### src/rtl/axis_lpf_mux_scheduler.sv
// Shared single-pole low-pass filter, time-multiplexed over n_channels AXI-Stream inputs.
// Define LPF_STATE_CLEAR_EN to add the per-channel i_clear state-reset port.
module axis_lpf_mux_scheduler #(
  parameter int n_channels             = 4,
  parameter int inout_width            = 12,
  parameter int inout_decimal_width    = 11,
  parameter int internal_width         = 32,
  parameter int internal_decimal_width = 31
) (
  input  logic                                aclk,
  input  logic                                reset,
  input  logic [5*n_channels-1:0]             i_alpha,
`ifdef LPF_STATE_CLEAR_EN
  input  logic [n_channels-1:0]               i_clear,
`endif
  input  logic [inout_width*n_channels-1:0]   s_axis_tdata,
  input  logic [n_channels-1:0]               s_axis_tvalid,
  output logic [n_channels-1:0]               s_axis_tready,
  output logic [inout_width-1:0]              m_axis_tdata,
  output logic [$clog2(n_channels)-1:0]       m_axis_tuser,
  output logic                                m_axis_tlast,
  output logic                                m_axis_tvalid,
  input  logic                                m_axis_tready
);

  localparam int user_w     = $clog2(n_channels);
  localparam int frac_shift = internal_decimal_width - inout_decimal_width;

  localparam logic [1:0] IDLE   = 2'd0;
  localparam logic [1:0] ACCEPT = 2'd1;
  localparam logic [1:0] CALC   = 2'd2;
  localparam logic [1:0] OUTPUT = 2'd3;

  logic [1:0]                        r_state;
  logic [user_w-1:0]                 r_ptr;
  logic [user_w-1:0]                 r_grant;
  logic signed [inout_width-1:0]     r_x;
  logic signed [internal_width-1:0]  r_y;
  logic signed [internal_width-1:0]  r_bank [n_channels];
  logic [inout_width-1:0]            r_tdata;
  logic [user_w-1:0]                 r_tuser;
  logic                              r_tlast;
  logic                              r_tvalid;

  logic                              w_req_any;
  logic [user_w-1:0]                 w_req_idx;
  logic [4:0]                        w_alpha_raw;
  int                                w_shift;
  logic signed [internal_width-1:0]  w_x_sext;
  logic signed [internal_width-1:0]  w_x_ext;
  logic signed [internal_width:0]    w_d;
  logic signed [internal_width:0]    w_step;
  logic signed [internal_width-1:0]  w_y_new;

  function automatic logic [user_w-1:0] rr_index(input logic [user_w-1:0] base, input int offset);
    int idx;
    idx = int'(base) + offset;
    if (idx >= n_channels) idx = idx - n_channels;
    return user_w'(idx);
  endfunction

  // Scan from the far end so the lowest offset from the pointer wins.
  // NOTE: every always_comb output gets a default first so no latch is inferred.
  always_comb begin
    w_req_any = 1'b0;
    w_req_idx = '0;
    for (int i = n_channels - 1; i >= 0; i--) begin
      if (s_axis_tvalid[rr_index(r_ptr, i)]) begin
        w_req_any = 1'b1;
        w_req_idx = rr_index(r_ptr, i);
      end
    end
  end

  always_comb begin
    w_alpha_raw = i_alpha[5*int'(r_grant) +: 5];
    w_shift     = (int'(w_alpha_raw) > internal_width - 1) ? internal_width - 1 : int'(w_alpha_raw);
  end

  assign w_x_sext = {{(internal_width - inout_width){r_x[inout_width-1]}}, r_x};
  assign w_x_ext  = w_x_sext <<< frac_shift;
  assign w_d      = {w_x_ext[internal_width-1], w_x_ext} - {r_y[internal_width-1], r_y};
  assign w_step   = w_d >>> w_shift;
  // |y| < 1.0 guarantees the sum fits, so dropping the guard bit is exact.
  assign w_y_new  = r_y + internal_width'(w_step);

  always_comb begin
    s_axis_tready = '0;
    if (r_state == ACCEPT) s_axis_tready[r_grant] = 1'b1;
  end

  // NOTE: sequential state uses non-blocking assignments only.
  always_ff @(posedge aclk or posedge reset) begin
    if (reset) begin
      r_state  <= IDLE;
      r_ptr    <= '0;
      r_grant  <= '0;
      r_x      <= '0;
      r_y      <= '0;
      r_tdata  <= '0;
      r_tuser  <= '0;
      r_tlast  <= 1'b0;
      r_tvalid <= 1'b0;
    end else begin
      case (r_state)
        IDLE: if (w_req_any) begin
          r_grant <= w_req_idx;
          r_state <= ACCEPT;
        end
        ACCEPT: if (s_axis_tvalid[r_grant]) begin
          r_x     <= s_axis_tdata[inout_width*int'(r_grant) +: inout_width];
          r_y     <= r_bank[r_grant];
          r_state <= CALC;
        end else begin
          r_state <= IDLE;
        end
        CALC: begin
          r_ptr    <= (r_grant == user_w'(n_channels - 1)) ? '0 : r_grant + user_w'(1);
          r_tdata  <= w_y_new[frac_shift +: inout_width];
          r_tuser  <= r_grant;
          r_tlast  <= (r_grant == user_w'(n_channels - 1));
          r_tvalid <= 1'b1;
          r_state  <= OUTPUT;
        end
        OUTPUT: if (m_axis_tready) begin
          r_tvalid <= 1'b0;
          r_state  <= IDLE;
        end
        default: r_state <= IDLE;
      endcase
    end
  end

  // NOTE: the state bank is small and must read as zero after reset, so it is reset explicitly.
  always_ff @(posedge aclk or posedge reset) begin
    if (reset) begin
      for (int k = 0; k < n_channels; k++) r_bank[k] <= '0;
    end else begin
      for (int k = 0; k < n_channels; k++) begin
        if (r_state == CALC && r_grant == user_w'(k)) r_bank[k] <= w_y_new;
`ifdef LPF_STATE_CLEAR_EN
        if (i_clear[k]) r_bank[k] <= '0;
`endif
      end
    end
  end

  assign m_axis_tdata  = r_tdata;
  assign m_axis_tuser  = r_tuser;
  assign m_axis_tlast  = r_tlast;
  assign m_axis_tvalid = r_tvalid;

endmodule
### config.mk
export PLATFORM = sky130hd
export DESIGN_NAME = axis_lpf_mux_scheduler
export DESIGN_NICKNAME = d
export VERILOG_FILES = /design/src/rtl/axis_lpf_mux_scheduler.sv
export SDC_FILE = /design/constraint.sdc
export NUM_CORES = 1
export LEC_CHECK = 0
export ABC_AREA = 1
export BUFFER_PORTS_ARGS = -buffer_cell sky130_fd_sc_hd__buf_2
export CAP_MARGIN = 15
export CELL_PAD_IN_SITES_DETAIL_PLACEMENT = 1
export CELL_PAD_IN_SITES_GLOBAL_PLACEMENT = 1
export CORE_MARGIN = 5
export CORE_UTILIZATION = 48
export DETAILED_ROUTE_END_ITERATION = 10
export GPL_TIMING_DRIVEN = 0
export PLACE_DENSITY_LB_ADDON = 0.1
export SLEW_MARGIN = 10
export SYNTH_ARGS = -nofsm -noshare
export SYNTH_HDL_FRONTEND = slang
export SYNTH_SLANG_ARGS = --single-unit
### constraint.sdc
create_clock -name aclk -period 11.65 [get_ports aclk]
set_input_delay 2.33 -clock aclk [delete_from_list [all_inputs] [get_ports aclk]]
set_output_delay 2.33 -clock aclk [all_outputs]
set_load 0.05 [all_outputs]
==> results.ini <==
[place]
numPortBuffers = 94
gp_congestion = 1.00
dp.cells = 2327
hpwl_um = 41900

[die]
core_region_area_um2 = 27000
start_util_pct = 49.0
rows = 60
die_x_um = 176
die_area_um2 = 31000
die_y_um = 176
io_pins = 95

[clocking]
clk_transition_reported_paths_ns = 0.08
htreeDepth = 4
cts.repair.resized = 0
cts_buffers = 17
clkSinkCount = 194
clk_latency_ns = 0.45
cts_tree = built
clk_path_buf_depth = 2
holdBufCountCts = 0
post-cts-setup-buffer-count = 0
root_buffer = clkbuf_16

[cells_and_area]
seq_area_um2 = 4850
num_antenna_cells = 0
nets = 2129
n_fill_cell = 3600
synthToLayoutAreaGrowth_pct = 11.6
drive_gt1_share_pct = 11.2
multiInputGateArea_um2 = 7470
stdcell_count = 2359

[synthesis]
yosysTopAreaCell = dfrtp_1
async_flop_share_pct = 100
yosys-top-cells-area = dfrtp_1 37%, nand2_1 14%, o21ai_0 10%, nor2_1 5.3%, ha_1 4.5%
yosysMostFrequentCell = nand2_1
ys_warn_count = 0
synth_enable_flop_cells = 0
syn_inst = 1891
yosysSeqAreaShare_pct = 36.7
syn_area_um2 = 13200
synth_top_cell_area_share_pct = 36.7
synth_cell_types = 51
syn-num-nets = 2015
ys.flop_type = dfrtp_1
syn_area_per_cell_um2 = 7.00
yosys_register_bits = 194
synthTopCellsByCount = 503 x nand2_1, 269 x o21ai_0, 194 x dfrtp_1, 187 x nor2_1

[setup_path]
crit_chain = buf_2 -> nand2_1 -> a32oi_1 -> clkbuf_1 -> clkbuf_1 -> nand3_1 -> nand3_1 -> nand3_1 -> o21ai_1 -> inv_1 -> ha_1 -> fa_1 -> nand3_1 -> a21oi_1 -> o21ai_1 -> nand2_1 -> a31oi_1 -> inv_1 -> a21o_1 -> a21oi_2 -> xor2_1 -> o21ai_0
cp-end-kind = flop
cp_data_required_time_ns = 11.95
crit_arrival_ns = 7.28
cp_max_fo = 10
cp_common_cell = nand3_1
cp_slowest_cell = xor2_1
timing.critical_path.buf_inv = 5
path_class = primary input to flop
start_kind = primary input
crit_family = compound AO/OA/AOI/OAI gates
max_stage_delay_ns = 0.56

[timing]
drv_slew = 0
hold_viol = 0
tns_ns = 0
finalSetupViolations = 0
fmax_mhz = 143
relSlewSlack_pct = 23.7
min_period_ns = 6.98
finClkSkew_ns = 0.0183
grt_setup_unrepaired = no
period_share_pct = 59.9
tightest_slew_ns = 1.14

[drt]
dr.pass1.iters = 6
wl_per_cell_um = 23.2
drc = 0
vias = 14300
wirelength_um = 54700
detail-route-antenna-nets = 0
drt-vias-per-instance = 6.06
drtIter0Drc = 1302

[global_route]
met1_usage_pct = 46.7
grt-busiest-layer = met2
grtUsageTotal_pct = 35.3
grt_pass1_vias = 15030
antenna_found_initial = 1
gr-total-overflow = 0
globalRouteMet3Util_pct = 5.40
grt_max_degree = 100
grt_pass1_wl_um = 85200
met2_usage_pct = 58.6

[run]
drv_cap = 0

[min_path]
hold_path.class = flop to flop

[run_status]
run_status = finished, final reports clean

-- sequential cells by signal (all words and copies together), names as in the netlist, 2 cells and up, named ones only --
register      flops
r_grant           2
r_y              32
m_axis_tdata     12
r_ptr             2
m_axis_tuser      2
r_x              12
r_bank          128
-- final cells by class --
type,count,area share (%)
well taps,341,2.89
plain buffers,95,2.68
clock buffers,18,2.91
multi-input cells,1467,50.6
clock inverters,14,1.19
repair buffers,95,3.37
inverters,135,3.50
flip-flops and latches,194,32.9
-- cells in the final DEF, fill, tap and decap left out, types with 5 or more instances in the layout --
cell       count
mux2i_1        8
nor2_1       187
o21bai_1       5
dfrtp_1      194
or2_2          9
mux2_2        15
o21ai_1       20
nor2_2         6
xor2_1        32
a31oi_1        9
nand2_2       11
nand3_1      118
clkbuf_1      70
clkinv_8       5
o22ai_1       42
xnor2_1       10
ha_1          48
o21ai_0      269
nand2_1      503
o211ai_1      13
nand3_2        6
nand4_1        9
buf_2        113
nor3_1         7
inv_2         13
inv_1        117
a21oi_1      106
clkbuf_16     17
-- cell families after synthesis --
logic type / count (synthesis) / synth area share (%)
and+or+nand+nor: 869 / 27.3
adders and majority gates: 49 / 4.69
DFF: 194 / 36.7
xor gates and xnor gates: 42 / 2.78
AOI/OAI and AO/OA: 484 / 19.8
buffers and inverters: 230 / 6.84
muxes: 23 / 1.88
-- through the flow --
| stage | hold slack (ns) | instance area, um^2 | util (%) | worst slack [ns] |
|---|---|---|---|---|
| floorplan | 0.437 | 13200 | - | 4.04 |
| global placement | 0.449 | 14100 | 52.3 | 1.81 |
| detailed placement | 0.454 | 14200 | 52.4 | 4.35 |
| CTS | 0.475 | 14800 | 54.6 | 4.80 |
| global route | 0.504 | 14800 | 54.6 | 4.44 |
| finish | 0.474 | 14800 | 54.6 | 4.67 |
-- metal layers --
layer	part of all wire, %	vias to the layer above
li1	-	6515
met1	43	7086
met2	47	551
met3	6.1	146
met4	4.4	2
met5	0.037	-
-- tightest hold or removal path: stages (launching register included) --
cell and delay, ns:
dfrtp_1 0.35, nand2_1 0.05, nand2_1 0.05
-- final timing paths --
kind / start / endpoint / slack (ns) / cells after the start
worst max-delay path: i_alpha[7] / r_bank[22] / 4.67 / 22
worst min-delay path: r_bank[98] / r_bank[98] / 0.47 / 2
worst max register to register: r_grant[0] / r_bank[22] / 5.84 / 22
worst min register to register: r_bank[98] / r_bank[98] / 0.47 / 2
max in group asynchronous: reset / r_bank[71] / 8.69 / 3
min in group asynchronous: reset / m_axis_tdata[6] / 2.00 / 2
Power is not shown: default switching activity piles up to over one toggle a cycle in this logic, so the estimate is an artifact.
